==> src/rtl/jtframe_btn_decoder.sv <==
`timescale 1ns/1ps
`default_nettype none
// ============================================================================
// Module   : jtframe_btn_decoder
// Purpose  : Turns a raw, bouncing, active-low button into a debounced level
//            plus one-cycle gesture strobes (short press, long press, double
//            click). Gesture timing is counted in video frames, one per
//            falling edge of LVBL, so the thresholds follow the refresh rate.
// Ports    : clk         - system clock
//            rst         - asynchronous active-high reset
//            LVBL        - vertical blank, active low, synchronous to clk
//            btn_n       - raw button, active low, asynchronous to clk
//            pressed     - debounced level, 1 = held
//            short_pulse - strobe: short press completed
//            long_pulse  - strobe: long-press threshold reached
//            dbl_pulse   - strobe: double click detected
// Params   : DEB  - cycles of disagreement before the debounced level flips
//            FW   - frame counter width
//            LONG - frames held for a long press (1..2^FW-1)
//            DBL  - double-click window in frames, 0 disables double click
// Revision : 1.0 - initial release
// ============================================================================
module jtframe_btn_decoder #(
    parameter logic [15:0]   DEB  = 16'd1000,
    parameter int unsigned   FW   = 6,
    parameter logic [FW-1:0] LONG = 6'd60,
    parameter logic [FW-1:0] DBL  = 6'd15
) (
    input  logic clk,
    input  logic rst,
    input  logic LVBL,
    input  logic btn_n,
    output logic pressed,
    output logic short_pulse,
    output logic long_pulse,
    output logic dbl_pulse
);

    typedef enum logic [1:0] {
        ST_IDLE    = 2'd0,
        ST_PRESS1  = 2'd1,
        ST_WAIT2   = 2'd2,
        ST_WAITREL = 2'd3
    } state_t;

    logic [1:0]    r_sync;
    logic          w_raw;
    logic [15:0]   r_dcnt;
    logic          r_rise;
    logic          r_fall;
    logic          r_last_lvbl;
    logic          r_tick;
    state_t        r_state;
    logic [FW-1:0] r_fcnt;
    logic [FW:0]   w_finc;
    logic [FW-1:0] w_fnext;
    logic          w_long_hit;
    logic          w_dbl_hit;

    // r_sync[1] is the second flop; invert so 1 means pushed.
    assign w_raw = ~r_sync[1];

    // One extra bit keeps the threshold compare from matching on wrap-around.
    assign w_finc     = {1'b0, r_fcnt} + {{FW{1'b0}}, 1'b1};
    assign w_fnext    = (&r_fcnt) ? r_fcnt : w_finc[FW-1:0];
    assign w_long_hit = r_tick && (w_finc == {1'b0, LONG});
    assign w_dbl_hit  = r_tick && (w_finc == {1'b0, DBL});

    // Synchronizer and debouncer. r_rise/r_fall are high during the first
    // cycle of the new debounced level, which is when the FSM acts on them.
    always_ff @(posedge clk or posedge rst) begin
        if (rst) begin
            r_sync  <= 2'b11;
            r_dcnt  <= 16'd0;
            pressed <= 1'b0;
            r_rise  <= 1'b0;
            r_fall  <= 1'b0;
        end else begin
            r_sync <= {r_sync[0], btn_n};
            r_rise <= 1'b0;
            r_fall <= 1'b0;
            if (w_raw == pressed) begin
                r_dcnt <= 16'd0;
            end else if (r_dcnt == DEB - 16'd1) begin
                pressed <= w_raw;
                r_dcnt  <= 16'd0;
                r_rise  <= w_raw;
                r_fall  <= ~w_raw;
            end else begin
                r_dcnt <= r_dcnt + 16'd1;
            end
        end
    end

    // One-cycle frame tick on the falling edge of LVBL.
    always_ff @(posedge clk or posedge rst) begin
        if (rst) begin
            r_last_lvbl <= 1'b1;
            r_tick      <= 1'b0;
        end else begin
            r_last_lvbl <= LVBL;
            r_tick      <= ~LVBL & r_last_lvbl;
        end
    end

    // Gesture FSM. Debounced edges are checked before the tick so that an
    // edge landing on a tick cycle takes priority over the frame threshold.
    always_ff @(posedge clk or posedge rst) begin
        if (rst) begin
            r_state     <= ST_IDLE;
            r_fcnt      <= '0;
            short_pulse <= 1'b0;
            long_pulse  <= 1'b0;
            dbl_pulse   <= 1'b0;
        end else begin
            short_pulse <= 1'b0;
            long_pulse  <= 1'b0;
            dbl_pulse   <= 1'b0;
            case (r_state)
                ST_IDLE: begin
                    if (r_rise) begin
                        r_fcnt  <= '0;
                        r_state <= ST_PRESS1;
                    end
                end
                ST_PRESS1: begin
                    if (r_fall) begin
                        if (DBL != '0) begin
                            r_fcnt  <= '0;
                            r_state <= ST_WAIT2;
                        end else begin
                            short_pulse <= 1'b1;
                            r_state     <= ST_IDLE;
                        end
                    end else if (r_tick) begin
                        r_fcnt <= w_fnext;
                        if (w_long_hit) begin
                            long_pulse <= 1'b1;
                            r_state    <= ST_WAITREL;
                        end
                    end
                end
                ST_WAIT2: begin
                    if (r_rise) begin
                        dbl_pulse <= 1'b1;
                        r_state   <= ST_WAITREL;
                    end else if (r_tick) begin
                        r_fcnt <= w_fnext;
                        if (w_dbl_hit) begin
                            short_pulse <= 1'b1;
                            r_state     <= ST_IDLE;
                        end
                    end
                end
                ST_WAITREL: begin
                    if (r_fall) begin
                        r_state <= ST_IDLE;
                    end
                end
                default: r_state <= ST_IDLE;
            endcase
        end
    end

endmodule
`default_nettype wire

==> config.mk <==
export PLATFORM = sky130hd
export DESIGN_NAME = jtframe_btn_decoder
export DESIGN_NICKNAME = d
export VERILOG_FILES = /design/src/rtl/jtframe_btn_decoder.sv
export SDC_FILE = /design/constraint.sdc
export NUM_CORES = 1
export LEC_CHECK = 0
export BUFFER_PORTS_ARGS = -buffer_cell sky130_fd_sc_hd__buf_2
export CAP_MARGIN = 25
export CORE_MARGIN = 5
export CORE_UTILIZATION = 24
export DETAILED_ROUTE_END_ITERATION = 6
export GPL_ROUTABILITY_DRIVEN = 0
export PLACE_DENSITY = 0.4
export SLEW_MARGIN = 20
export SYNTH_ARGS = -nofsm -noshare
export SYNTH_HDL_FRONTEND = slang
export SYNTH_SLANG_ARGS = --single-unit
==> constraint.sdc <==
create_clock -name clk -period 2.1 [get_ports clk]
set_input_delay 0.21 -clock clk [delete_from_list [all_inputs] [get_ports clk]]
set_output_delay 0.21 -clock clk [all_outputs]
set_load 0.1 [all_outputs]
==> results by group <==
CTS
  • Clk sinks: 34
  • CTS tree: built
  • Root buffer cell: clkbuf_8
  • Bufs on Longest Clock Path: 2
  • CTS Buf Count: 5
  • Clk Latency, worst-skew pair: 290 ps
  • H-tree levels: 2
  • Clock transition at path regs: 80 ps

Run
  • Max cap viols: 0

Synth
  • Warnings from Yosys: 0
  • Mean Syn Cell Area: 10.2 sq um
  • Top_reg_cell synth: dfrtp_1
  • Syn Nets: 184
  • Top-area cell type share of the netlist area: 44.8%
  • Synth area leader: dfrtp_1
  • Sequential area share after synthesis: ~49%
  • Synth cell count leaders: dfrtp_1 (31), nor2_1 (22), nand2_1 (14)
  • Register bit total from synthesis: 34
  • Number of synthesized flops with an enable pin: 0
  • Async set or reset register ratio after synthesis: 100%
  • Synth Instances: 170
  • Cell variety after synth: 39
  • Area contributors post-synth: dfrtp_1 (45%), ha_1 (7.2%), xor2_1 (6.1%), nor2_1 (4.8%), dfstp_2 (4.6%)
  • Mapped cell area: 1730 sq um
  • Most numerous cell in the Yosys netlist: dfrtp_1

STA
  • Clk_skew: 9.35 ps
  • Setup violations, final: 0
  • Setup TNS: 0 ps
  • Fmax: just under 0.5 GHz
  • Final period util: 97.6%
  • Minimum clock period: 2050 ps
  • RSZ-0062 raised after global routing: yes
  • Worst-Margin Slew: 498 ps
  • Setup WS post-layout: 50.7 ps
  • Final Max Tran Viols: 0
  • Final Hold Fails: 0
  • Rel. slew slack: 67.0%

Place
  • # port buffers: 7
  • Place WS: 54.8 ps
  • DP HPWL: 2440 um

Die
  • Starting density of the core: 24.3%
  • Die width: 94.9 um
  • # rows: 31
  • Die H: 94.9 um
  • # IOs: 8
  • DIE AREA: 9010 sq um
  • Core footprint: 7140 sq um

Routing
  • Vias/cell: around 4.2
  • Initial DRT Pass Iterations: 4
  • Routed len/inst: about 12 um
  • Post-route ant nets: 0
  • Routed wire length: 3560 um
  • Via count: around 1300
  • DRC: 0
  • Initial DRC count: 38

Pwr
  • Peak supply drop: 0.254 mV
  • Internal power: 0.00103 W
  • Power Density: 605 nW/um^2
  • Sw Ratio: 21.5%
  • Clock power frac: 46.0%
  • Leakage dissipation: 0.994 nW
  • Flop pwr share: around half
  • Sw power: 0.000280 W
  • Combinational share of power: 2.6%

Layout
  • Diodes inserted: 0
  • Fin nets: 211
  • Layout cell share with drive strength beyond 1: 24.2%
  • Synth-to-layout area growth: 24.6%

GRT
  • First-pass GRT wire length: 5950 um
  • Gr usage total: roughly 8.6%
  • Gr ovfl total: 0
  • Pin count of the biggest net entering global routing: 35
  • Vias in the first global route: 1190
  • Initial antenna violation count: 0

Outcome
  • Status: finished clean

Setup path
  • Startpoint type of the worst setup path: register
  • Worst path max stage delay: 410 ps
  • CP arrival: roughly 2200 ps
  • CP required: about 2300 ps
  • Crit-path cells: ha_2 -> nand3_2 -> mux2i_2 -> nand2_1 -> or3_4 -> o21a_1 -> o32a_1
  • Setup CP Type: reg2reg
  • CP Capture Type: register
  • R2R depth: 7
  • Max FO, Critical Path: 5
  • CP max-delay cell: or3_4

Min path
  • HP Class: in2async
flip-flops by register name, indices dropped and copies added (netlist names), 2 cells and up:
| name | flops |
|---|---|
| r_dcnt | 16 |
| r_fcnt | 6 |
| r_state | 2 |
| r_sync | 2 |
cell usage in the layout (no fill, tap or decap), types with 2 or more instances in the layout:
cell type / synthesis / final
nand3_1: 10 / 9
and3_1: 5 / 5
nand2_1: 14 / 14
dfrtp_1: 31 / 30
inv_1: 6 / 6
nand4_1: 2 / 2
and2_1: 3 / 3
o21ai_0: 3 / 3
nor4_1: 3 / 3
or3_4: 2 / 2
nor2b_1: 4 / 4
or3_1: 2 / 2
nor3_1: 3 / 3
nor2_1: 22 / 22
xor2_1: 12 / 12
xnor2_1: 6 / 6
a21oi_1: 6 / 5
dfstp_2: 3 / 3
buf_4: 0 / 15
ha_1: 10 / 9
buf_2: 0 / 7
clkbuf_8: 0 / 5
a311oi_1: 3 / 3
clkinv_2: 0 / 2
power groups by stage:
stage	Combinational [W]	Clock [W]	Sequential (W)
finish	0.0000336	0.000600	0.000672
global route	0.0000404	0.000658	0.000673
CTS	0.0000355	0.000623	0.000672
detailed placement	0.0000354	0	0.000685
global placement	0.0000358	0	0.000685
floorplan	0.0000220	0	0.000683
area by class of cell:
type                       instances  area [sq um]
fill                             782          4980
multi-input combinational        128           898
sequential                        34           856
timing repair buffer              22           148
tap                               99           124
clock buffer                       5          68.8
clock inverter                     3          40.0
inverter                           6          22.5
kinds of logic after synthesis:
logic type / after synthesis / share of synthesized area [%]
flops: 34 / 49.3
compound gates: 23 / 9.61
simple gates: 75 / 21.7
xor+xnor: 18 / 9.10
buf+inv: 8 / 1.73
fa+ha+maj: 10 / 7.23
mux: 2 / 1.23
repair_timing:
item                                    CTS  global route
setup buffers                             0             2
hold buffers                              0             0
endpoints found under the setup margin    0             2
gates resized for setup                   0             9
routing by layer:
| layer | part of all wire, % | vias up | track usage (%) |
|---|---|---|---|
| li1 | - | 643 | - |
| met1 | 50 | 585 | 11.9 |
| met2 | 44 | 17 | 12.3 |
| met3 | 3.1 | 8 | 2.39 |
| met4 | 2.8 | 0 | 4.33 |
| met5 | 0 | - | 0 |
worst paths after layout:
| kind | from | to | slack [ps] |
|---|---|---|---|
| max | r_fcnt[0] | r_state[0] | 50 |
| min | rst | r_dcnt[9] | 10 |
| max reg2reg | r_fcnt[0] | r_state[0] | 50 |
| min reg2reg | r_sync[0] | r_sync[1] | 360 |
| max in group asynchronous | rst | r_sync[0] | 1730 |
| min in group clk | btn_n | r_sync[0] | 20 |
through the flow:
| stage | util (%) | instances | total power, W | hold WS, ps | area, sq um |
|---|---|---|---|---|---|
| after global routing | 30.2 | 297 | 0.00137 | 0.451 | 2160 |
| final | 30.2 | 297 | 0.00131 | 12.3 | 2160 |
| after CTS | 29.4 | 295 | 0.00133 | 11.7 | 2100 |
| after global placement | 27.9 | 287 | 0.000720 | 317 | 1990 |
| after detailed placement | 27.9 | 287 | 0.000720 | 317 | 1990 |
| after floorplan | - | 170 | 0.000705 | 214 | 1740 |
critical path, delay by kind of cell, from the launching register on:
family                   cells  cell delay [ps]
flip-flops                   1              380
AO/OA/AOI/OAI                2              510
adder cells (fa/ha/maj)      1              220
AND/OR/NAND/NOR              3              600
multiplexers                 1              230
No activity file was read; power rests on OpenSTA's default activity.
